File: config.mk
export PLATFORM = sky130hd
export DESIGN_NAME = multiword_add_seq_flat
export DESIGN_NICKNAME = d
export VERILOG_FILES = /design/src/rtl/multiword_add_seq_if.sv /design/src/rtl/multiword_add_seq.sv /design/src/flat_wrapper.sv
export SDC_FILE = /design/constraint.sdc
export NUM_CORES = 1
export LEC_CHECK = 0
export ABC_AREA = 1
export CORE_ASPECT_RATIO = 0.75
export CORE_MARGIN = 3
export CORE_UTILIZATION = 25
export DETAILED_ROUTE_END_ITERATION = 10
export PLACE_DENSITY_LB_ADDON = 0.12
export SLEW_MARGIN = 20
export SYNTH_ARGS = -nofsm -noshare
export SYNTH_HDL_FRONTEND = slang
export SYNTH_SLANG_ARGS = --single-unit
File: constraint.sdc
create_clock -name clk -period 8 [get_ports clk]
set_input_delay 1.6 -clock clk [delete_from_list [all_inputs] [get_ports clk]]
set_output_delay 1.6 -clock clk [all_outputs]
set_load 0.05 [all_outputs]
File: src/rtl/multiword_add_seq_if.sv
// multiword_add_seq_if: requester-side handshake and operand/result bus for
// the word-serial wide adder controller.
//   master (requester): drives start/sub/cin/a/b, observes ready/busy/done/sum/cout
//   slave  (controller): the reverse
interface multiword_add_seq_if #(
    parameter int N     = 16,
    parameter int WORDS = 4
);
    localparam int W = N * WORDS;

    logic         start;
    logic         sub;
    logic         cin;
    logic [W-1:0] a;
    logic [W-1:0] b;
    logic         ready;
    logic         busy;
    logic         done;
    logic [W-1:0] sum;
    logic         cout;

    modport master (output start, sub, cin, a, b,
                    input  ready, busy, done, sum, cout);
    modport slave  (input  start, sub, cin, a, b,
                    output ready, busy, done, sum, cout);
endinterface

File: src/rtl/multiword_add_seq.sv
// multiword_add_seq: computes a WORDS*N-bit add/subtract by streaming one
// N-bit word per cycle (LS word first) through a single N-bit adder slice,
// carrying between words in a register.
// Ports:
//   clk  - rising-edge clock
//   rst  - synchronous active-high reset
//   bus  - slave side of multiword_add_seq_if (start/sub/cin/a/b in,
//          ready/busy/done/sum/cout out)

// One N-bit ripple-carry slice; the controller instantiates exactly one.
module mwa_slice #(
    parameter int N = 16
) (
    input  logic [N-1:0] a,
    input  logic [N-1:0] b,
    input  logic         ci,
    output logic [N-1:0] s,
    output logic         co
);
    assign {co, s} = {1'b0, a} + {1'b0, b} + {{N{1'b0}}, ci};
endmodule

module multiword_add_seq #(
    parameter int N     = 16,
    parameter int WORDS = 4
) (
    input  logic                clk,
    input  logic                rst,
    multiword_add_seq_if.slave  bus
);
    localparam int IW = (WORDS > 1) ? $clog2(WORDS) : 1;

    typedef enum logic [1:0] {S_IDLE, S_RUN, S_DONE} state_t;

    state_t                    state, state_n;
    logic [IW-1:0]             idx;
    logic                      carry;
    logic [WORDS-1:0][N-1:0]   a_q, b_q, sum_q;
    logic                      cout_q;

    logic                      run, last;
    logic [N-1:0]              sl_a, sl_b, sl_s;
    logic                      sl_ci, sl_co;

    assign run  = (state == S_RUN);
    assign last = (idx == IW'(WORDS - 1));

    // Slice inputs are forced to zero outside RUN so the shared adder sees
    // no activity while idle.
    assign sl_a  = run ? a_q[idx] : '0;
    assign sl_b  = run ? b_q[idx] : '0;
    assign sl_ci = run & carry;

    mwa_slice #(.N(N)) u_slice (
        .a  (sl_a),
        .b  (sl_b),
        .ci (sl_ci),
        .s  (sl_s),
        .co (sl_co)
    );

    always_ff @(posedge clk) begin
        if (rst) state <= S_IDLE;
        else     state <= state_n;
    end

    always_comb begin
        state_n   = state;
        bus.ready = 1'b0;
        bus.busy  = 1'b0;
        bus.done  = 1'b0;
        case (state)
            S_IDLE: begin
                bus.ready = 1'b1;
                if (bus.start) state_n = S_RUN;
            end
            S_RUN: begin
                bus.busy = 1'b1;
                if (last) state_n = S_DONE;
            end
            S_DONE: begin
                bus.done = 1'b1;
                state_n  = S_IDLE;
            end
            default: state_n = S_IDLE;
        endcase
    end

    // Subtraction is a + ~b + 1: B is inverted on capture and the carry
    // seeded with 1, so the slice only ever adds.
    always_ff @(posedge clk) begin
        if (rst) begin
            a_q    <= '0;
            b_q    <= '0;
            sum_q  <= '0;
            carry  <= 1'b0;
            cout_q <= 1'b0;
            idx    <= '0;
        end else begin
            case (state)
                S_IDLE: begin
                    if (bus.start) begin
                        a_q    <= bus.a;
                        b_q    <= bus.sub ? ~bus.b : bus.b;
                        carry  <= bus.sub | bus.cin;
                        sum_q  <= '0;
                        cout_q <= 1'b0;
                        idx    <= '0;
                    end
                end
                S_RUN: begin
                    sum_q[idx] <= sl_s;
                    carry      <= sl_co;
                    idx        <= idx + IW'(1);
                    // cout is published with the last word so it reads the
                    // final carry in DONE and holds until the next start.
                    if (last) cout_q <= sl_co;
                end
                default: ;
            endcase
        end
    end

    assign bus.sum  = sum_q;
    assign bus.cout = cout_q;
endmodule

File: src/flat_wrapper.sv
// flat-port wrapper written by rule: the top's interface ports become plain ports
module multiword_add_seq_flat 
#(
    parameter int N     = 16,
    parameter int WORDS = 4
)
  (clk, rst, bus_start, bus_sub, bus_cin, bus_a, bus_b, bus_ready, bus_busy, bus_done, bus_sum, bus_cout);
  multiword_add_seq_if #(.N(N), .WORDS(WORDS)) bus_i ();
  input  logic clk;
  input  logic rst;
  input wire logic [$bits(bus_i.start)-1:0] bus_start;
  input wire logic [$bits(bus_i.sub)-1:0] bus_sub;
  input wire logic [$bits(bus_i.cin)-1:0] bus_cin;
  input wire logic [$bits(bus_i.a)-1:0] bus_a;
  input wire logic [$bits(bus_i.b)-1:0] bus_b;
  output wire logic [$bits(bus_i.ready)-1:0] bus_ready;
  output wire logic [$bits(bus_i.busy)-1:0] bus_busy;
  output wire logic [$bits(bus_i.done)-1:0] bus_done;
  output wire logic [$bits(bus_i.sum)-1:0] bus_sum;
  output wire logic [$bits(bus_i.cout)-1:0] bus_cout;
  assign bus_i.start = bus_start;
  assign bus_i.sub = bus_sub;
  assign bus_i.cin = bus_cin;
  assign bus_i.a = bus_a;
  assign bus_i.b = bus_b;
  assign bus_ready = bus_i.ready;
  assign bus_busy = bus_i.busy;
  assign bus_done = bus_i.done;
  assign bus_sum = bus_i.sum;
  assign bus_cout = bus_i.cout;
  multiword_add_seq #(.N(N), .WORDS(WORDS)) u_core (.clk(clk), .rst(rst), .bus(bus_i));
endmodule
* After elaboration in Yosys (flattened, before gate mapping)
Index checks and enable logic that the tools add are counted.
** Cells by class
- Add/sub/neg operators :: 3
- Order comparisons :: 2
- Equal/unequal tests :: 5
- Multiplexer cells :: 25
- Bitwise gates (word level) :: 3
- Reduce and logical (&&, ||, !) cells :: 7
** Operators with widths (number)
- $mux 64 :: 2
- $pmux 64 s2 :: 1
- $mux 16 :: 5
- $bmux 16 s2 :: 2
- $bwmux 64 :: 1
- $not 64->64 :: 1
- $demux 16 s2 :: 1
- $add 16x16->17 :: 1
- $add 17x1->17 :: 1
- $pmux 2 s2 :: 2
- $mux 1 :: 6
- $mux 2 :: 3
- $reduce_and 2->1 :: 3
- $eq 2x2->1 const B :: 2
- $ne 2x2->1 const B :: 2
- $pmux 1 s2 :: 2
- $lt 2x3->1 const B :: 1
- $reduce_and 3->1 :: 1
- $add 2x1->2 const B :: 1
- $eq 2x1->1 const B :: 1
- $ge 2x1->1 const B :: 1
- $logic_not 2->1 :: 1
- $reduce_bool 2->1 :: 1
- $and 1x1->1 :: 1
- other kinds (2) :: 2
** Storage, ports and cells
- Bits in registers :: 198
- Input bits :: 133
- Word-level logic and storage cells :: 61

* Logic depth before layout (Yosys ltp)
- Depth after elaboration :: 7
- Gate-level depth with buffers :: 18

* Cells and area by module
Synthesis repeated with hierarchy kept, for this count alone.
** Second synthesis, totals
- Cells, all modules :: 1395
- Area, all modules :: 9841.9 µm²
** Modules (own cells, without submodules)
- multiword_add_seq :: instances 1, cells each 1207, area an instance 8843.5 µm², seq. area each 3963.8 µm²
- mwa_slice :: instances 1, cells each 188, area an instance 998.5 µm², seq. area each 0.0 µm²

* Worst setup path before layout
OpenSTA, ideal clock, no wires.
- Path kind :: register to register
- From :: register u_core.idx[1]
- To :: register u_core.sum_q, in the netlist u_core.bus.sum[28]
- Library setup time :: 0.144 ns
- Data arrival time :: 2.558 ns
- Data required time :: 7.856 ns
- Slack :: 5.298 ns
- Cell stages (with the launch flop) :: 16
- Buffers on the path :: 2
- Clock period less this slack :: 2.702 ns
- Path through :: dfxtp_1 > buf_2 > buf_1 > o21ai_0 > o22ai_1 > nand2_1 > fa_1 > fa_1 > inv_1 > nand3_1 > nand3_1 > nand3_1 > nand3_1 > nand2_1 > nand3_1 > a21oi_1
** On the way
- Cells in the longest elaborated chain, start to end :: 7
- Elaborated cells between the ends (all ways) :: 15
- Classes of those cells :: add/sub (2); order compare (2); mux (10); reduce/logical (1)
** RTL lines
- start, declared :: RTL line multiword_add_seq.sv:36 : logic [IW-1:0] idx;
- start signal, assigned :: RTL line multiword_add_seq.sv:114 : idx <= idx + IW'(1);
- $bmux 16 s2 (on tied branches) :: RTL line multiword_add_seq.sv:50, multiword_add_seq.sv:51
- $mux 16 (on tied branches) (2 in a row) :: RTL line multiword_add_seq.sv:50, multiword_add_seq.sv:51
- $add 16x16->17 :: RTL line multiword_add_seq.sv:20 : assign {co, s} = {1'b0, a} + {1'b0, b} + {{N{1'b0}}, ci};
- $add 17x1->17 :: RTL line multiword_add_seq.sv:20
- $bwmux 64 * :: RTL line multiword_add_seq.sv:112 : sum_q[idx] <= sl_s;
- $pmux 64 s2 * :: RTL line multiword_add_seq.sv:100 : case (state)
- end signal, assigned by index :: RTL line multiword_add_seq.sv:112
- end, declared :: RTL line multiword_add_seq.sv:38 : logic [WORDS-1:0][N-1:0] a_q, b_q, sum_q;
Mark *: on every way between the ends. The rest lies on a longest branch, timed or not. The select of a mux whose other input is x is not followed.
A chain may end at the register's enable or synchronous reset.

* Worst setup path after layout
- From :: register u_core.idx[1]
- To :: register u_core.sum_q, in the netlist u_core.bus.sum[20]
The elaborated chain is that of the path after synthesis.

==> run metrics <==
outcome=completed; Yosys reg bits=about 200; share of layout cells above drive strength 1=6.53%; clock skew=roughly 0.014 ns; post-route setup TNS=0 ns; Bufs and invs on worst path=3; final instance area=12500 um2; Yosys cell types=37; H-tree levels=4; post_cts resized=0; post-DP HPWL=24.7 mm; data required time of the critical path=8.38 ns; worst flop-to-flop path startpoint=u_core.idx[1]$_SDFFE_PP0P_; hold buffer count at cts=0; CP startpoint kind=register; Core ar.=37600 um2; WL/cell=17.4 um; Starting DRT DRC Count=about 690; initial core utilization=about 26%; unrepaired setup endpoints after global routing=no; HP Class=register to register; CTS tree=done; post-synthesis xor/xnor area fraction=6.33%; Max Buffers Root-to-Sink=2; WS Path Type=register to register; row count=61; Clock Sink Count=198; register area share after synthesis=41.0%; endpoints failing setup=0; Crit Path Max Fanout=23; worst vdd ir=about 0.00015 V; Syn Area/Cell=7.33 um2; crit path cell chain=inv_1, buf_4, o21ai_0, o22ai_1, nand2_1, fa_1, fa_1, inv_1, nand3_1, nand3_1, xor2_1, nand2_1, a21oi_1; Top Ports=between 200 and 250; Crit path max-delay family=adder cells; initial antenna violation count=0; R2R Path End=u_core.bus.sum[20]$_SDFFE_PP0P_; first-pass GRT wire length=52.5 mm; R2R cell count=13; # DRC=0; combinational family with the most area after synthesis=compound AO/OA/AOI/OAI gates; Post-DRT Antenna Nets=0; Root Buffer Master=clkbuf_16; Leak=4.75 nW; CP max-delay cell=xor2_1; Vias/cell=approximately 4.5; r2r setup slk=about 4.2 ns; Post-Syn Area=9660 um2; largest net degree at the start of global routing=96; Syn. warnings=0; WL final=34.4 mm; FILL cells=4050; Hold WS=0.453 ns; die area=approximately 40000 um2; Post-Synthesis Cells=between 1k and 1.5k; Die H=176 um; I/O Buffers=200; crit end category=register; Tightest Pin Transition=1.00 ns; fin crit share=47.7%; Max Cap Viol=0; GRT Overall Usage=16.9%; Slew Viols, Final=0; WP depth=13; Worst-path clk slew=0.08 ns; CTS Buf Count=17; via count=8940; multiplexer area fraction after synthesis=0%; pre-CTS setup slack=3.75 ns; die width=233 um; fin crit period=between 3 and 4 ns; Data arrival, critical path=4.19 ns; critical path endpoint=u_core.bus.sum[20]$_SDFFE_PP0P_; dpl cell area=roughly 12000 um2; Fmax achieved=262 MHz; pwr/cell area=between 150 and 200 nW/um2; Synth Area in Compound Gates=between 20% and 30%; PnR worst setup slack=between 4 and 5 ns; Simple-Gate Fraction of Synth Area=20.9%; n_diodes=0; Syn Nets=roughly 1.5k; crit-path max cell delay=0.58 ns; Worst Setup SP=u_core.idx[1]$_SDFFE_PP0P_; worst skew pair latency=0.44 ns; Total Nets Final=1613; leftover overflow at the end of global routing=0; relative slew slack=33.1%; Post-Synth Adder-Cell Area=under 10%; area grow syn2layout=29.0%; Final GP Congestion=0.835; hold violation count in the final report=0; Post-CTS Repair Setup Buffers=0; vias in the first global route=8739; first-pass detailed-route iteration total=4
==> report_power, final <==
part           internal, mW  switching (mW)
Combinational         0.171           0.291
Sequential             1.05          0.0266
Clock                 0.416           0.406
==> registers in the layout, indices dropped and copies added (netlist names) <==
register,count
u_core.a_q,64
u_core.bus.sum,64
u_core.carry,1
u_core.bus.cout,1
u_core.state,2
u_core.b_q,64
u_core.idx,2
==> per-layer routing <==
| layer | GRT usage (%) | vias up | share of wire, % |
|---|---|---|---|
| met5 | 0 | - | 0 |
| met4 | 3.03 | 0 | 0.74 |
| met3 | 2.90 | 24 | 3.9 |
| met2 | 25.7 | 167 | 43 |
| met1 | 25.2 | 4173 | 52 |
| li1 | - | 4576 | - |
==> layout by cell type, fill, tap and decap left out, types with 3 or more instances in the layout <==
cell type	n
a211oi_1	7
a211oi_2	26
a21oi_1	155
buf_4	10
clkbuf_16	17
clkdlybuf4s50_1	198
clkinv_2	3
clkinvlp_4	3
dfxtp_1	197
ha_1	19
inv_1	80
inv_2	12
inv_6	4
nand2_1	180
nand2_2	3
nand3_1	50
nand3_2	3
nor2_1	238
nor2_4	3
o21ai_0	165
or2_2	4
xnor2_1	33
xor2_1	35
==> area by class of cell <==
cell class	instances	area (um2)	area share (%)
Clock inverter	10	72.6	0.582
Sequential cell	198	3970	31.8
Timing Repair Buffer	208	2060	16.5
Inverter	93	352	2.82
Tap cell	504	631	5.06
Clock buffer	21	460	3.69
Multi-Input combinational cell	941	4920	39.5
==> cell usage after synthesis (all sizes together) <==
cell type,number,area share (%)
nor2,243,9.9
dfxtp,198,41
nand2,184,7.3
o21ai,167,8.6
a21oi,155,8.0
inv,93,3.6
buf,54,3.1
nand3,53,2.9
xor2,36,3.3
a211oi,33,3.9
clkbuf,33,1.3
xnor2,33,3.0
ha,19,2.5
or2,5,0.32
and2,2,0.13
fa,2,0.41
nand3b,2,0.16
nand4,2,0.13
o31ai,2,0.16
a22o,1,0.091
nor3,1,0.052
o22ai,1,0.065
==> worst min-delay path by stage <==
| stage | cells after the start | slack [ns] | start | endpoint |
|---|---|---|---|---|
| after floorplan | 2 | 0.43 | u_core.b_q[31]$_SDFFE_PP0P_ | u_core.b_q[31]$_SDFFE_PP0P_ |
| after global placement | 2 | 0.44 | u_core.b_q[43]$_SDFFE_PP0P_ | u_core.b_q[43]$_SDFFE_PP0P_ |
| after detailed placement | 2 | 0.44 | u_core.bus.sum[62]$_SDFFE_PP0P_ | u_core.bus.sum[62]$_SDFFE_PP0P_ |
| after CTS | 2 | 0.45 | u_core.bus.sum[62]$_SDFFE_PP0P_ | u_core.bus.sum[62]$_SDFFE_PP0P_ |
| after global routing | 2 | 0.48 | u_core.bus.sum[59]$_SDFFE_PP0P_ | u_core.bus.sum[59]$_SDFFE_PP0P_ |
| final | 2 | 0.45 | u_core.bus.sum[62]$_SDFFE_PP0P_ | u_core.bus.sum[62]$_SDFFE_PP0P_ |
==> cell families (layout without fill, tap and decap cells) <==
group	after synthesis	after routing
compound gates	359	359
xor+xnor	69	69
fa+ha+maj	21	21
buf+inv	180	332
flops	198	198
simple gates	492	492
==> per-stage QoR <==
stage               util [%]  cells  total power [mW]
global route            33.1   1975              2.48
CTS                     33.1   1975              2.39
global placement        31.7   1944              1.56
floorplan                  -   1319              1.38
finish                  33.1   1975              2.36
detailed placement      31.7   1944              1.56
==> worst min-delay path, stage by stage, from the launching register on <==
cell     delay, ns
dfxtp_1       0.31
nand2_1       0.06
nand2_1       0.04
(Power assumes the default switching activity.)
